[src/rtl/game_sequencer_pkg.sv]
// Shared state encoding, parameter defaults and speed helper for the Frog Rank game sequencer.
// Latency: none (constants and pure functions only).
// Backpressure: none.
package game_sequencer_pkg;

    typedef enum logic [2:0] {
        ST_IDLE      = 3'd0,
        ST_PLAY      = 3'd1,
        ST_HIT       = 3'd2,
        ST_LEVEL_UP  = 3'd3,
        ST_GAME_OVER = 3'd4
    } state_t;

    localparam int LIVES_INIT_DEF = 3;
    localparam int LEVEL_MAX_DEF  = 9;
    localparam int SPEED_BASE_DEF = 1;
    localparam int SPEED_STEP_DEF = 2;
    localparam int HIT_FRAMES_DEF = 60;
    localparam int WIN_FRAMES_DEF = 120;

    localparam int HIT_BLINK_FRAMES  = 8;
    localparam int OVER_BLINK_FRAMES = 32;

    localparam int unsigned SPEED_MAX = 31;

    // Evaluated at 32 bits so large level/step products saturate instead of wrapping.
    function automatic logic [4:0] speed_for_level(input int unsigned lvl,
                                                   input int unsigned base,
                                                   input int unsigned step);
        int unsigned s;
        s = base + (lvl - 1) * step;
        if (s > SPEED_MAX) begin
            s = SPEED_MAX;
        end
        return s[4:0];
    endfunction

endpackage

[src/rtl/game_sequencer_if.sv]
// Bundles the sequencer's frame/collision inputs and its game-status outputs.
// Latency: none (wiring only).
// Backpressure: none; all signals are levels or single-cycle pulses.
interface game_sequencer_if;

    logic       frame_tick;
    logic       start;
    logic       collision;
    logic       reached_top;

    logic       car_run;
    logic       player_respawn;
    logic [4:0] speed_car;
    logic [3:0] level;
    logic [1:0] lives;
    logic [2:0] game_state;
    logic       flash;

    modport master (
        output frame_tick, start, collision, reached_top,
        input  car_run, player_respawn, speed_car, level, lives, game_state, flash
    );

    modport slave (
        input  frame_tick, start, collision, reached_top,
        output car_run, player_respawn, speed_car, level, lives, game_state, flash
    );

endinterface

[src/rtl/game_sequencer_start_sync.sv]
// Synchronises the raw start switch and emits one start event per rising edge seen at a frame tick.
// Latency: 2 cycles of synchroniser, then start_evt is combinational on the next frame_tick.
// Backpressure: none; edges between frame ticks collapse into a single event.
module game_sequencer_start_sync (
    input  logic clk,
    input  logic rst,
    input  logic frame_tick,
    input  logic start,
    output logic start_evt
);

    logic start_m;
    logic start_s;
    logic start_prev;

    // start_prev only samples at frame rate, which debounces the switch to one edge per frame.
    always_ff @(posedge clk or posedge rst) begin
        if (rst) begin
            start_m    <= 1'b0;
            start_s    <= 1'b0;
            start_prev <= 1'b0;
        end else begin
            start_m <= start;
            start_s <= start_m;
            if (frame_tick) begin
                start_prev <= start_s;
            end
        end
    end

    assign start_evt = frame_tick & start_s & ~start_prev;

endmodule

[src/rtl/game_sequencer.sv]
// Frog Rank game-flow FSM: owns lives, level, car speed, frame timer and flash; gates cars, requests respawn.
// Latency: all outputs registered, one cycle after the triggering input.
// Backpressure: none; inputs are sampled every cycle, frame ticks drive the timer.
module game_sequencer
    import game_sequencer_pkg::*;
#(
    parameter int LIVES_INIT = LIVES_INIT_DEF,
    parameter int LEVEL_MAX  = LEVEL_MAX_DEF,
    parameter int SPEED_BASE = SPEED_BASE_DEF,
    parameter int SPEED_STEP = SPEED_STEP_DEF,
    parameter int HIT_FRAMES = HIT_FRAMES_DEF,
    parameter int WIN_FRAMES = WIN_FRAMES_DEF
) (
    input  logic            clk,
    input  logic            rst,
    game_sequencer_if.slave sif
);

    localparam int WAIT_MAX = (HIT_FRAMES > WIN_FRAMES) ? HIT_FRAMES : WIN_FRAMES;
    localparam int CNT_MAX  = (WAIT_MAX > OVER_BLINK_FRAMES) ? WAIT_MAX : OVER_BLINK_FRAMES;
    localparam int TIMER_W  = $clog2(CNT_MAX + 1);

    localparam logic [1:0] LIVES_RST = 2'(LIVES_INIT);
    localparam logic [3:0] LEVEL_TOP = 4'(LEVEL_MAX);
    localparam logic [4:0] SPEED_RST = speed_for_level(1, SPEED_BASE, SPEED_STEP);

    state_t               state_q, state_d;
    logic [1:0]           lives_q, lives_d;
    logic [3:0]           level_q, level_d;
    logic [4:0]           speed_q, speed_d;
    logic [TIMER_W-1:0]   timer_q, timer_d;
    logic                 flash_q, flash_d;
    logic                 car_run_q, car_run_d;
    logic                 respawn_q, respawn_d;

    logic                 start_evt;
    logic [TIMER_W-1:0]   timer_inc;
    logic [3:0]           level_next;
    logic                 hit_blink;

    game_sequencer_start_sync u_start_sync (
        .clk        (clk),
        .rst        (rst),
        .frame_tick (sif.frame_tick),
        .start      (sif.start),
        .start_evt  (start_evt)
    );

    assign timer_inc  = timer_q + 1'b1;
    assign level_next = (level_q >= LEVEL_TOP) ? LEVEL_TOP : level_q + 4'd1;
    assign hit_blink  = (timer_inc & TIMER_W'(HIT_BLINK_FRAMES - 1)) == '0;

    always_ff @(posedge clk or posedge rst) begin
        if (rst) begin
            state_q <= ST_IDLE;
        end else begin
            state_q <= state_d;
        end
    end

    // Expiry is evaluated on the tick that would bring the timer to its limit.
    always_comb begin
        state_d = state_q;
        case (state_q)
            ST_IDLE: begin
                if (start_evt) state_d = ST_PLAY;
            end
            ST_PLAY: begin
                if (sif.collision) begin
                    state_d = (lives_q == 2'd1) ? ST_GAME_OVER : ST_HIT;
                end else if (sif.reached_top) begin
                    state_d = ST_LEVEL_UP;
                end
            end
            ST_HIT: begin
                if (sif.frame_tick && timer_inc == TIMER_W'(HIT_FRAMES)) state_d = ST_PLAY;
            end
            ST_LEVEL_UP: begin
                if (sif.frame_tick && timer_inc == TIMER_W'(WIN_FRAMES)) state_d = ST_PLAY;
            end
            ST_GAME_OVER: begin
                if (start_evt) state_d = ST_PLAY;
            end
            default: state_d = ST_IDLE;
        endcase
    end

    always_comb begin
        lives_d   = lives_q;
        level_d   = level_q;
        speed_d   = speed_q;
        timer_d   = timer_q;
        flash_d   = flash_q;
        car_run_d = (state_d == ST_PLAY);
        respawn_d = (state_d == ST_PLAY) && (state_q != ST_PLAY);
        if (state_d != state_q) begin
            timer_d = '0;
        end
        case (state_q)
            ST_PLAY: begin
                if (sif.collision) begin
                    lives_d = lives_q - 2'd1;
                end else if (sif.reached_top) begin
                    level_d = level_next;
                    speed_d = speed_for_level(32'(level_next), SPEED_BASE, SPEED_STEP);
                    flash_d = 1'b1;
                end
            end
            ST_HIT: begin
                if (state_d == ST_PLAY) begin
                    flash_d = 1'b0;
                end else if (sif.frame_tick) begin
                    timer_d = timer_inc;
                    if (hit_blink) flash_d = ~flash_q;
                end
            end
            ST_LEVEL_UP: begin
                if (state_d == ST_PLAY) begin
                    flash_d = 1'b0;
                end else if (sif.frame_tick) begin
                    timer_d = timer_inc;
                end
            end
            ST_GAME_OVER: begin
                if (state_d == ST_PLAY) begin
                    lives_d = LIVES_RST;
                    level_d = 4'd1;
                    speed_d = SPEED_RST;
                    flash_d = 1'b0;
                end else if (sif.frame_tick) begin
                    // Restart the count at each blink so the timer never wraps while waiting here.
                    if (timer_inc == TIMER_W'(OVER_BLINK_FRAMES)) begin
                        timer_d = '0;
                        flash_d = ~flash_q;
                    end else begin
                        timer_d = timer_inc;
                    end
                end
            end
            default: ;
        endcase
    end

    always_ff @(posedge clk or posedge rst) begin
        if (rst) begin
            lives_q   <= LIVES_RST;
            level_q   <= 4'd1;
            speed_q   <= SPEED_RST;
            timer_q   <= '0;
            flash_q   <= 1'b0;
            car_run_q <= 1'b0;
            respawn_q <= 1'b0;
        end else begin
            lives_q   <= lives_d;
            level_q   <= level_d;
            speed_q   <= speed_d;
            timer_q   <= timer_d;
            flash_q   <= flash_d;
            car_run_q <= car_run_d;
            respawn_q <= respawn_d;
        end
    end

    assign sif.car_run        = car_run_q;
    assign sif.player_respawn = respawn_q;
    assign sif.speed_car      = speed_q;
    assign sif.level          = level_q;
    assign sif.lives          = lives_q;
    assign sif.game_state     = state_q;
    assign sif.flash          = flash_q;

endmodule

[src/flat_wrapper.sv]
// flat-port wrapper written by rule: the top's interface ports become plain ports
module game_sequencer_flat import game_sequencer_pkg::*;
#(
    parameter int LIVES_INIT = LIVES_INIT_DEF,
    parameter int LEVEL_MAX  = LEVEL_MAX_DEF,
    parameter int SPEED_BASE = SPEED_BASE_DEF,
    parameter int SPEED_STEP = SPEED_STEP_DEF,
    parameter int HIT_FRAMES = HIT_FRAMES_DEF,
    parameter int WIN_FRAMES = WIN_FRAMES_DEF
)
  (clk, rst, sif_frame_tick, sif_start, sif_collision, sif_reached_top, sif_car_run, sif_player_respawn, sif_speed_car, sif_level, sif_lives, sif_game_state, sif_flash);
  game_sequencer_if sif_i ();
  input  logic clk;
  input  logic rst;
  input wire logic [$bits(sif_i.frame_tick)-1:0] sif_frame_tick;
  input wire logic [$bits(sif_i.start)-1:0] sif_start;
  input wire logic [$bits(sif_i.collision)-1:0] sif_collision;
  input wire logic [$bits(sif_i.reached_top)-1:0] sif_reached_top;
  output wire logic [$bits(sif_i.car_run)-1:0] sif_car_run;
  output wire logic [$bits(sif_i.player_respawn)-1:0] sif_player_respawn;
  output wire logic [$bits(sif_i.speed_car)-1:0] sif_speed_car;
  output wire logic [$bits(sif_i.level)-1:0] sif_level;
  output wire logic [$bits(sif_i.lives)-1:0] sif_lives;
  output wire logic [$bits(sif_i.game_state)-1:0] sif_game_state;
  output wire logic [$bits(sif_i.flash)-1:0] sif_flash;
  assign sif_i.frame_tick = sif_frame_tick;
  assign sif_i.start = sif_start;
  assign sif_i.collision = sif_collision;
  assign sif_i.reached_top = sif_reached_top;
  assign sif_car_run = sif_i.car_run;
  assign sif_player_respawn = sif_i.player_respawn;
  assign sif_speed_car = sif_i.speed_car;
  assign sif_level = sif_i.level;
  assign sif_lives = sif_i.lives;
  assign sif_game_state = sif_i.game_state;
  assign sif_flash = sif_i.flash;
  game_sequencer #(.LIVES_INIT(LIVES_INIT), .LEVEL_MAX(LEVEL_MAX), .SPEED_BASE(SPEED_BASE), .SPEED_STEP(SPEED_STEP), .HIT_FRAMES(HIT_FRAMES), .WIN_FRAMES(WIN_FRAMES)) u_core (.clk(clk), .rst(rst), .sif(sif_i));
endmodule
[config.mk]
export PLATFORM = sky130hd
export DESIGN_NAME = game_sequencer_flat
export DESIGN_NICKNAME = d
export VERILOG_FILES = /design/src/rtl/game_sequencer_pkg.sv /design/src/rtl/game_sequencer_if.sv /design/src/rtl/game_sequencer_start_sync.sv /design/src/rtl/game_sequencer.sv /design/src/flat_wrapper.sv
export SDC_FILE = /design/constraint.sdc
export NUM_CORES = 1
export LEC_CHECK = 0
export BUFFER_PORTS_ARGS = -buffer_cell sky130_fd_sc_hd__buf_2
export CAP_MARGIN = 20
export CORE_MARGIN = 1
export CORE_UTILIZATION = 39
export CTS_BUF_LIST = sky130_fd_sc_hd__clkbuf_16
export DETAILED_ROUTE_END_ITERATION = 16
export GPL_TIMING_DRIVEN = 0
export SLEW_MARGIN = 20
export SYNTH_ARGS = -nofsm -noshare
export SYNTH_HDL_FRONTEND = slang
export SYNTH_SLANG_ARGS = --single-unit
[constraint.sdc]
create_clock -name clk -period 3.4 [get_ports clk]
set_clock_uncertainty 0.1 [all_clocks]
set_input_delay 0.17 -clock clk [delete_from_list [all_inputs] [get_ports clk]]
set_output_delay 0.17 -clock clk [all_outputs]
set_load 0.05 [all_outputs]
==> key figures, run 1 <==
Route
  – Detailed-route via count: ~1500
  – Post-DR vias/cell: around 5.5
  – Wire per inst: approximately 15 um
  – DRT antenna net count: 0
  – Final wirelength: just under 4 mm
  – DRT Pass-1 Iters: 10
  – DR iter-0 viols: 96
  – DRC: 2

Yosys
  – Post-synth top cells: 23 x dfrtp_1, 16 x nand2_1, 11 x inv_1, 11 x o21ai_0
  – Top cell type by total area after synthesis: dfrtp_1
  – Synth Flop Type: dfrtp_1
  – Share of the synthesized area in the top cell type: a little under a third
  – Synth Area per Inst: between 9 and 10 um^2
  – Synth area leaders: dfrtp_1 31%, ha_1 5.5%, dfstp_2 4.3%
  – Syn nets: 202
  – Syn Inst Count: 188
  – Post-synthesis async set-or-reset flop share: 100%
  – Most common cell in the netlist: dfrtp_1
  – Mapped Area: 0.00183 mm^2
  – Post-synth EDFFs: 0
  – Netlist cell types: between 60 and 70
  – Sequential area share after synthesis: roughly 36%
  – YS warnings: 0
  – Flops & latches, synth: 26

Pwr
  – Power Dens Cells: ~930 mW/mm^2
  – Lkg Pwr: approximately 0.00096 uW
  – IR drop worst, VDD: around 0.41 mV

Finish
  – NumNets Final: between 200 and 250
  – Ant. Diodes: 0
  – Post-Route Utilization: about 48%
  – Area of the multi-input gates: around 0.0011 mm^2
  – Share of layout cells above drive strength 1: 27.6%
  – Register area: approximately 650 um^2
  – Finished Layout Cells: approximately 270
  – Fill cells: roughly 420
  – Area grow syn2layout: 16.1%

STA
  – Setup TNS: 0 ns
  – Slew margin rel.: 56.6%
  – Worst-Margin Slew: ~0.65 ns
  – Max-slew violations: 0
  – Final setup viols: 0
  – RSZ-0062 raised after global routing: false
  – Final Hold Fails: 0
  – Maximum operating frequency: 312 MHz
  – Final period utilization: around 94%
  – Min Tclk post-route: 3.21 ns

Global routing
  – Vias in the first global route: between 1000 and 1500
  – Global-route wire length before repair: just under 7 mm
  – Pin count of the biggest net entering global routing: 27
  – Antenna violations before repair: 0
  – Total global routing track utilization: 17.3%
  – Gr ovfl total: 0

Worst setup path
  – Start of the worst register-to-register path: u_core.sif.level[0]
  – Max FO, Critical Path: 6
  – Crit path capture type: flip-flop
  – Buf/Inv on CP: 2
  – Cell Chain, Critical Path: inv_1 -> ha_1 -> nor3b_1 -> o21ai_0 -> inv_1 -> ha_1 -> nor3_1 -> or4b_2 -> o31a_1 -> a21oi_1 -> mux2_4
  – Crit-path slowest cell: or4b_2
  – Critical Path AT: 3.31 ns
  – CP Data Required Time: 3.50 ns
  – CP delay by family, top: simple AND/OR/NAND/NOR gates
  – FF-to-FF setup slack: ~0.19 ns
  – CP startpoint kind: flip-flop
  – R2R Path End: u_core.sif.speed_car[2]
  – Critical Path Max Stage Delay: approximately 0.60 ns
  – Crit Path Class: reg2reg
  – R2R cell count: 11

Floorplanning
  – Die ar.: 0.00498 mm^2
  – Die Y-Extent: approximately 71 um
  – Row cnt: 24
  – Starting Density: between 40% and 50%
  – Die X: 70.5 um
  – Core area: 0.00444 mm^2
  – # IOs: 23

Clock network
  – Hold-fix buffer count after cts: 1
  – Post-cts repair resize count: 0
  – Post-CTS Setup Repair Bufs: 0
  – Clock sinks: 26
  – CTS max path bufs: 2
  – Clk_lat worst skew: approximately 0.26 ns
  – CTS H-tree lvls: 1
  – Clk slew on worst S/H paths: about 0.070 ns
  – Total CTS buffers: 3
  – CTS tree: yes
  – Root Buffer: clkbuf_16

Outcome
  – Failing checks: DRC
  – Outcome: finished with violations

Worst hold path
  – Endpoint of the worst hold path: u_core.u_start_sync.start_prev
  – Hold Path Depth: 2
  – Worst hold start: sif_frame_tick
  – Tightest Hold Check Type: in2reg

Place
  – Dpl cells: between 200 and 300
  – Routability cong.: roughly 0.84
  – Port Buffers: 20
  – Dpl hpwl: about 2.8 mm

Job
  – Max-capacitance violation count: 0
sequential cells by signal (all words and copies together) (netlist names):
register and cells:
u_core.sif.player_respawn 1, u_core.u_start_sync.start_s 1, u_core.sif.car_run 1, u_core.sif.game_state 3, u_core.timer_q 7, u_core.u_start_sync.start_m 1, u_core.sif.level 4, u_core.sif.speed_car 4
u_core.u_start_sync.start_prev 1, u_core.sif.lives 2, u_core.sif.flash 1
routing by layer:
| layer | global-route usage (%) | wire, um | up-vias |
|---|---|---|---|
| met5 | 0 | 0 | - |
| met4 | 5.11 | 33 | 0 |
| met3 | 3.70 | 124 | 4 |
| met2 | 25.6 | 1720 | 27 |
| met1 | 25.5 | 2020 | 684 |
| li1 | - | - | 738 |
power by group:
| part | switching (uW) | internal [uW] |
|---|---|---|
| clock network | 109 | 234 |
| registers | 115 | 418 |
| logic | 704 | 401 |
| total | 927 | 1050 |
how the worst max path moves through the flow:
stage / endpoint / depth (start not counted) / from / slack, ns
after global routing: u_core.sif.speed_car[4] / 11 / u_core.sif.level[0] / 0.01
after floorplan: u_core.sif.speed_car[2] / 11 / u_core.sif.level[0] / 0.22
after detailed placement: u_core.sif.speed_car[2] / 11 / u_core.sif.level[0] / 0.24
after CTS: u_core.sif.speed_car[2] / 11 / u_core.sif.level[0] / 0.21
after global placement: u_core.sif.speed_car[2] / 11 / u_core.sif.level[0] / 0.25
final: u_core.sif.speed_car[2] / 11 / u_core.sif.level[0] / 0.19
cells by family (layout without fill, tap and decap cells):
logic type,Yosys count,after routing,synth area share [%]
and+or+nand+nor,65,65,20.3
AOI/OAI and AO/OA,55,55,24.7
DFF,26,26,35.7
buffers and inverters,21,47,6.01
adders and majority gates,8,8,5.46
muxes,7,7,5.26
xor gates and xnor gates,5,5,2.39
other,1,1,0.205
worst register-to-register path, stage by stage (launching register included):
cell and delay, ns:
dfstp_2 0.58, inv_1 0.08, ha_1 0.20, nor3b_1 0.14, o21ai_0 0.36, inv_1 0.12, ha_1 0.31, nor3_1 0.23
or4b_2 0.60, o31a_1 0.14, a21oi_1 0.15, mux2_4 0.16
final cells by class:
cell class	count	area share [%]
clock inverter	1	1.41
tap	52	3.06
timing repair buffer	22	5.65
clock buffer	3	3.53
sequential	26	30.8
buffer	9	3.06
inverter	12	2.12
multi-input combinational	141	50.4
through the flow:
stage | power [uW] | worst slack [ns] | hold slack (ns) | instance area [um^2]
2_1_floorplan | 1410 | 0.224 | 0.101 | 1830
3_3_place_gp | 1620 | 0.249 | 0.180 | 2000
3_5_place_dp | 1640 | 0.243 | 0.180 | 2000
4_1_cts | 1990 | 0.210 | 0.0802 | 2110
5_1_grt | 2130 | 0.0115 | 0.185 | 2130
6_report | 1980 | 0.191 | 0.171 | 2130
cells in the final DEF (no fill, tap or decap), types with 5 or more instances in the layout:
master | Yosys | routed
o21ai_0 | 11 | 11
nor2_1 | 10 | 10
inv_1 | 11 | 10
nand2_1 | 16 | 16
ha_1 | 8 | 8
buf_2 | 1 | 21
nand3_1 | 6 | 6
mux2_4 | 5 | 5
dfrtp_1 | 23 | 23
a21oi_1 | 10 | 10
No activity file was read; power rests on OpenSTA's default activity.
==> inputs of run 2 (changes only) <==
--- a/config.mk
+++ b/config.mk
@@ -8,10 +8,11 @@
 export BUFFER_PORTS_ARGS = -buffer_cell sky130_fd_sc_hd__buf_2
 export CAP_MARGIN = 20
 export CORE_MARGIN = 1
-export CORE_UTILIZATION = 39
+export CORE_UTILIZATION = 40
 export CTS_BUF_LIST = sky130_fd_sc_hd__clkbuf_16
 export DETAILED_ROUTE_END_ITERATION = 16
 export GPL_TIMING_DRIVEN = 0
+export PLACE_DENSITY = 0.58
 export SLEW_MARGIN = 20
 export SYNTH_ARGS = -nofsm -noshare
 export SYNTH_HDL_FRONTEND = slang
==> run 2 against run 1 <==
Effect of this change:
- the flow now finishes without violations
- power increased by 0.24%
- utilization increased by 0.66 points
- critical path depth unchanged
- global-route usage decreased by 0.28 points
- worst setup slack improved by 0.092 ns
- hold slack got worse by 0.020 ns
- clock power about the same
- highest routed layer unchanged
==> key figures, run 2 (synthesis results as in run 1) <==
Outcome
  – Outcome: completed

Floorplanning
  – Core area: 0.00438 mm^2 (-1.4%)
  – # IOs: 23 (unchanged)
  – Starting Density: 41.8% (+0.56 points)
  – Die ar.: 0.00485 mm^2 (-2.4%)
  – Die X: 69.7 um (-1.2%)
  – Row cnt: 24 (unchanged)
  – Die Y-Extent: 69.7 um (-1.2%)

STA
  – Max-slew violations: 0 (unchanged)
  – Final setup viols: 0 (unchanged)
  – Setup TNS: 0 ns (unchanged)
  – RSZ-0062 raised after global routing: false
  – Worst-Margin Slew: 0.627 ns (-0.0197 ns)
  – Maximum operating frequency: 321 MHz (+3.0%)
  – Final Hold Fails: 0 (unchanged)
  – Final period utilization: 91.7% (-2.7 points)
  – Min Tclk post-route: 3.12 ns (-0.0923 ns)
  – Slew margin rel.: 57.9% (+1.3 points)

Global routing
  – Global-route wire length before repair: 6.62 mm (-2.8%)
  – Pin count of the biggest net entering global routing: 27 (unchanged)
  – Vias in the first global route: 1374 (-0.65%)
  – Total global routing track utilization: 17.0% (-0.28 points)
  – Gr ovfl total: 0 (unchanged)
  – Antenna violations before repair: 0 (unchanged)

Route
  – DR iter-0 viols: 75 (-22%)
  – DRT antenna net count: 0 (unchanged)
  – Detailed-route via count: 1508 (+3.8%)
  – Wire per inst: 15.1 um (+3.1%)
  – DRT Pass-1 Iters: 4 (-6)
  – DRC: 0 (-2)
  – Post-DR vias/cell: 5.67 (+3.8%)
  – Final wirelength: 4.02 mm (+3.1%)

Clock network
  – Clock sinks: 26 (unchanged)
  – Total CTS buffers: 3 (unchanged)
  – CTS H-tree lvls: 1 (unchanged)
  – Clk_lat worst skew: 0.26 ns (about the same)
  – Root Buffer: clkbuf_16
  – Clk slew on worst S/H paths: 0.07 ns (about the same)
  – CTS max path bufs: 2 (unchanged)
  – CTS tree: yes

Worst setup path
  – Critical Path AT: 3.22 ns (-0.09 ns)
  – CP Data Required Time: 3.51 ns (about the same)
  – Max FO, Critical Path: 6 (unchanged)
  – Buf/Inv on CP: 2 (unchanged)
  – Crit-path slowest cell: or4b_2
  – Crit Path Class: reg2reg
  – Cell Chain, Critical Path: inv_1 -> ha_1 -> nor3b_1 -> o21ai_1 -> inv_1 -> ha_1 -> nor3_1 -> or4b_2 -> o31a_1 -> a21oi_1 -> mux2_4
  – CP startpoint kind: flip-flop
  – Critical Path Max Stage Delay: 0.61 ns (about the same)
  – Crit path capture type: flip-flop
  – CP delay by family, top: simple AND/OR/NAND/NOR gates

Pwr
  – IR drop worst, VDD: 0.353 mV (-14%)
  – Lkg Pwr: 0.000960 uW (about the same)
  – Power Dens Cells: 933 mW/mm^2 (+0.24%)

Worst hold path
  – Tightest Hold Check Type: in2reg

Place
  – Routability cong.: 0.870 (+3.7%)
  – Port Buffers: 20 (unchanged)
  – Dpl hpwl: 2.91 mm (+3.0%)
  – Placed instance area: 0.00200 mm^2 (unchanged)

Finish
  – Most frequent cells in the layout: 23 x dfrtp_1, 21 x buf_2, 16 x nand2_1
  – Ant. Diodes: 0 (unchanged)
  – NumNets Final: 229 (unchanged)
  – Reg with most FFs: u_core.timer_q
  – Commonest non-fill, non-tap cell in the layout: dfrtp_1
  – Max reg flops: 7 (unchanged)
  – Final Instance Area: 0.00213 mm^2 (unchanged)
  – Area grow syn2layout: 16.1% (unchanged)
  – Share of layout cells above drive strength 1: 27.6% (unchanged)
  – Post-Route Utilization: 48.5% (+0.66 points)

Job
  – Max-capacitance violation count: 0 (unchanged)
## run 2: changes by cell type in the layout (fill, tap and decap cells not counted)
cell	previous run	this run
o21ai_0	11	10
o21ai_1	0	1
## run 2: where the power goes
| part | total, uW | leakage [uW] | internal, uW | switching [uW] |
|---|---|---|---|---|
| registers | 530 | 0.000326 | 418 | 112 |
| clock network | 346 | 0.0000511 | 234 | 112 |
| logic | 1110 | 0.000583 | 402 | 707 |
| total | 1980 | 0.000960 | 1050 | 930 |
## run 2: cell type report
type | instances | area, um^2
Buffer | 9 | 65.1
Clock buffer | 3 | 75.1
Clock inverter | 1 | 30.0
Fill cell | 421 | 2260
Inverter | 12 | 45.0
Multi-Input combinational cell | 141 | 1070
Sequential cell | 26 | 654
Tap cell | 52 | 65.1
Timing Repair Buffer | 22 | 120
## run 2: final timing paths
check / start / to / slack (ns) / depth (start not counted)
max: u_core.sif.level[0] / u_core.sif.speed_car[2] / 0.28 / 11
min: sif_frame_tick / u_core.u_start_sync.start_prev / 0.15 / 2
max in group asynchronous: rst / u_core.timer_q[1] / 2.40 / 3
max reg2reg: u_core.sif.level[0] / u_core.sif.speed_car[2] / 0.28 / 11
min reg2reg: u_core.u_start_sync.start_m / u_core.u_start_sync.start_s / 0.26 / 0
min in group asynchronous: rst / u_core.sif.game_state[2] / 0.42 / 3
## run 2: stage by stage
step / hold slack (ns) / setup slack (ns) / instances / total power, uW
after floorplan: 0.101 / 0.224 / 188 / 1410
after global placement: 0.182 / 0.282 / 260 / 1600
after detailed placement: 0.179 / 0.213 / 260 / 1640
after CTS: 0.105 / 0.179 / 265 / 1990
after global routing: 0.180 / 0.0746 / 266 / 2130
final: 0.151 / 0.283 / 266 / 1980
## run 2: per-layer routing
metal  up-vias  wire length (um)  GRT usage, %  share of wire [%]
met3         4               126          2.91                3.1
met5         -                 0             0                  0
met1       737              1940          23.0                 48
li1        733                 -             -                  -
met4         0                51          5.33                1.3
met2        34              1900          27.7                 47
## run 2: timing repair
action | in CTS | in global routing
setup buffers | 0 | 0
hold buffers | 1 | 1
endpoints found under the hold margin | 1 | 23
resized for setup | 0 | 1
endpoints found under the setup margin | 0 | 2
## run 2: worst register-to-register path, delay by kind of cell (launching register included)
kind,cells,cell delay (ns)
buf+inv,2,0.19
mux,1,0.16
flops,1,0.59
fa+ha+maj,2,0.48
simple gates,3,0.98
compound gates,3,0.56
==> inputs of run 3 (changes only) <==
--- a/config.mk
+++ b/config.mk
@@ -11,6 +11,7 @@
 export CORE_UTILIZATION = 40
 export CTS_BUF_LIST = sky130_fd_sc_hd__clkbuf_16
 export DETAILED_ROUTE_END_ITERATION = 16
+export GPL_ROUTABILITY_DRIVEN = 0
 export GPL_TIMING_DRIVEN = 0
 export PLACE_DENSITY = 0.58
 export SLEW_MARGIN = 20
==> constraint.sdc (replaced) <==
create_clock -name clk -period 3.44 [get_ports clk]
set_clock_uncertainty 0.1 [all_clocks]
set_input_delay 0.172 -clock clk [delete_from_list [all_inputs] [get_ports clk]]
set_output_delay 0.172 -clock clk [all_outputs]
set_load 0.05 [all_outputs]
==> run 3 against run 2 <==
Effect of this change:
- final cell count stayed put
- clock power is 23% lower
- utilization is 0.60 points lower
- worst setup slack better by 0.054 ns
- largest cell class unchanged
- highest routed layer unchanged
==> key figures, run 3 (synthesis results as in run 1) <==
Finish
  – Finished Layout Cells: 266 (unchanged)
  – Register area: 654 um^2 (unchanged)
  – Commonest non-fill, non-tap cell in the layout: dfrtp_1
  – Final Instance Area: 0.00210 mm^2 (-1.2%)
  – Ant. Diodes: 0 (unchanged)
  – Area grow syn2layout: 14.7%
  – Share of layout cells above drive strength 1: 27.1% (-0.47 points)
  – Area of the multi-input gates: 0.00107 mm^2 (unchanged)
  – Most frequent cells in the layout: 23 x dfrtp_1, 21 x buf_2, 16 x nand2_1
  – Fill cells: 411 (-2.4%)
  – Reg with most FFs: u_core.timer_q
  – Max reg flops: 7 (unchanged)
  – NumNets Final: 229 (unchanged)

STA
  – Worst-Margin Slew: 0.652 ns (+0.0241 ns)
  – RSZ-0062 raised after global routing: false
  – Slew margin rel.: 56.3% (-1.6 points)
  – Final Hold Fails: 0 (unchanged)
  – Maximum operating frequency: 322 MHz (+0.44%)
  – Setup TNS: 0 ns (unchanged)
  – Min Tclk post-route: 3.10 ns (-0.0136 ns)
  – Max-slew violations: 0 (unchanged)
  – Final setup viols: 0 (unchanged)
  – Final period utilization: 90.2% (-1.5 points)

Place
  – Port Buffers: 20 (unchanged)
  – Placed instance area: 0.00200 mm^2 (unchanged)
  – Dpl cells: 260 (unchanged)
  – Dpl hpwl: 2.85 mm (-2.1%)

Clock network
  – Root Buffer: clkbuf_16
  – Post-CTS Setup Repair Bufs: 0 (unchanged)
  – CTS max path bufs: 2 (unchanged)
  – Total CTS buffers: 3 (unchanged)
  – Clk slew on worst S/H paths: 0.07 ns (about the same)
  – CTS tree: yes
  – Clock sinks: 26 (unchanged)
  – CTS H-tree lvls: 1 (unchanged)
  – Clk_lat worst skew: 0.26 ns (about the same)

Route
  – Post-DR vias/cell: 5.59 (-1.4%)
  – Detailed-route via count: 1487 (-1.4%)
  – Wire per inst: 15.0 um (-0.87%)
  – DR iter-0 viols: 45 (-40%)
  – Final wirelength: 3.98 mm (-0.87%)
  – DRT antenna net count: 0 (unchanged)
  – DRC: 0 (unchanged)
  – DRT Pass-1 Iters: 4 (unchanged)

Floorplanning
  – # IOs: 23 (unchanged)
  – Die ar.: 0.00485 mm^2 (unchanged)
  – Core area: 0.00438 mm^2 (unchanged)
  – Starting Density: 41.8% (unchanged)
  – Row cnt: 24 (unchanged)
  – Die Y-Extent: 69.7 um (unchanged)
  – Die X: 69.7 um (unchanged)

Pwr
  – Clock share of power: 14.1% (-3.3 points)
  – Sw frac: 48.6% (+1.7 points)
  – P_int: 966 uW (-8.4%)
  – Logic gate share of total power: 58.0% (+2.1 points)
  – Sequential share of power: 27.9% (+1.2 points)
  – IR drop worst, VDD: 0.359 mV (+1.6%)
  – Switch Pwr: 913 uW (-1.8%)
  – Power Dens Cells: 895 mW/mm^2 (-4.1%)
  – Lkg Pwr: 0.000948 uW (-1.3%)

Global routing
  – Pin count of the biggest net entering global routing: 27 (unchanged)
  – Vias in the first global route: 1403 (+2.1%)
  – Total global routing track utilization: 17.0% (about the same)
  – Global-route wire length before repair: 6.67 mm (+0.83%)
  – Antenna violations before repair: 0 (unchanged)
  – Gr ovfl total: 0 (unchanged)

Outcome
  – Outcome: completed

Worst setup path
  – Crit path capture type: flip-flop
  – Crit Path Class: reg2reg
  – CP Data Required Time: 3.55 ns (+0.04 ns)
  – CP startpoint: u_core.sif.level[0]
  – CP startpoint kind: flip-flop
  – Critical Path AT: 3.21 ns (about the same)
  – FF-to-FF setup slack: 0.34 ns (+0.05 ns)
  – Start of the worst register-to-register path: u_core.sif.level[0]
  – Max FO, Critical Path: 6 (unchanged)

Job
  – Max-capacitance violation count: 0 (unchanged)

Worst hold path
  – Tightest Hold Check Type: in2reg
  – Worst hold start: sif_frame_tick
## run 3: cell count changes in the layout (fill, tap and decap cells not counted)
cell / change
bufinv_16: -1
clkinv_1: +1
## run 3: per-layer routing
layer / GRT usage, % / part of all wire, %
met1: 22.8 / 47
met2: 28.0 / 48
met3: 2.76 / 3.7
met4: 5.33 / 1.4
met5: 0 / 0
## run 3: path summary, 6_finish.rpt
kind	depth (start not counted)	to
worst max-delay path	11	u_core.sif.speed_car[2]
worst min-delay path	2	u_core.u_start_sync.start_prev
worst max register to register	11	u_core.sif.speed_car[2]
worst min register to register	0	u_core.u_start_sync.start_s
max in group asynchronous	3	u_core.sif.lives[1]
min in group asynchronous	3	u_core.timer_q[4]
## run 3: area by class of cell
| cell class | instances | area share [%] |
|---|---|---|
| plain buffers | 9 | 3.10 |
| repair buffers | 22 | 5.72 |
| well taps | 52 | 3.10 |
| clock inverters | 1 | 0.179 |
| clock buffers | 3 | 3.57 |
| multi-input cells | 141 | 51.0 |
| inverters | 12 | 2.14 |
| flip-flops and latches | 26 | 31.1 |
## run 3: critical path, stage by stage, from the launching register on
cell	delay (ns)
dfstp_2	0.58
inv_1	0.07
ha_1	0.18
nor3b_1	0.14
o21ai_1	0.26
inv_1	0.12
ha_1	0.30
nor3_1	0.23
or4b_2	0.61
o31a_1	0.14
a21oi_1	0.15
mux2_4	0.16
## run 3: per-stage QoR
stage	power (uW)	setup slack, ns	hold WS (ns)	util, %
floorplan	1390	0.264	0.103	-
global placement	1590	0.321	0.184	45.5
detailed placement	1610	0.248	0.181	45.5
CTS	1890	0.218	0.0986	47.6
global route	2010	0.136	0.184	47.9
finish	1880	0.337	0.167	47.9
## run 3: power groups by stage
| stage | Sequential [uW] | Combinational, uW | Clock [uW] |
|---|---|---|---|
| 2_1_floorplan | 767 | 625 | 0 |
| 3_3_place_gp | 518 | 1070 | 0 |
| 3_5_place_dp | 528 | 1080 | 0 |
| 4_1_cts | 524 | 1090 | 275 |
| 5_1_grt | 544 | 1180 | 283 |
| 6_report | 525 | 1090 | 265 |
## run 3: repair_timing
item / CTS / global route
hold endpoints to repair: 1 / 23
hold buffers: 1 / 1
resized for setup: 0 / 1
setup endpoints to repair: 0 / 1
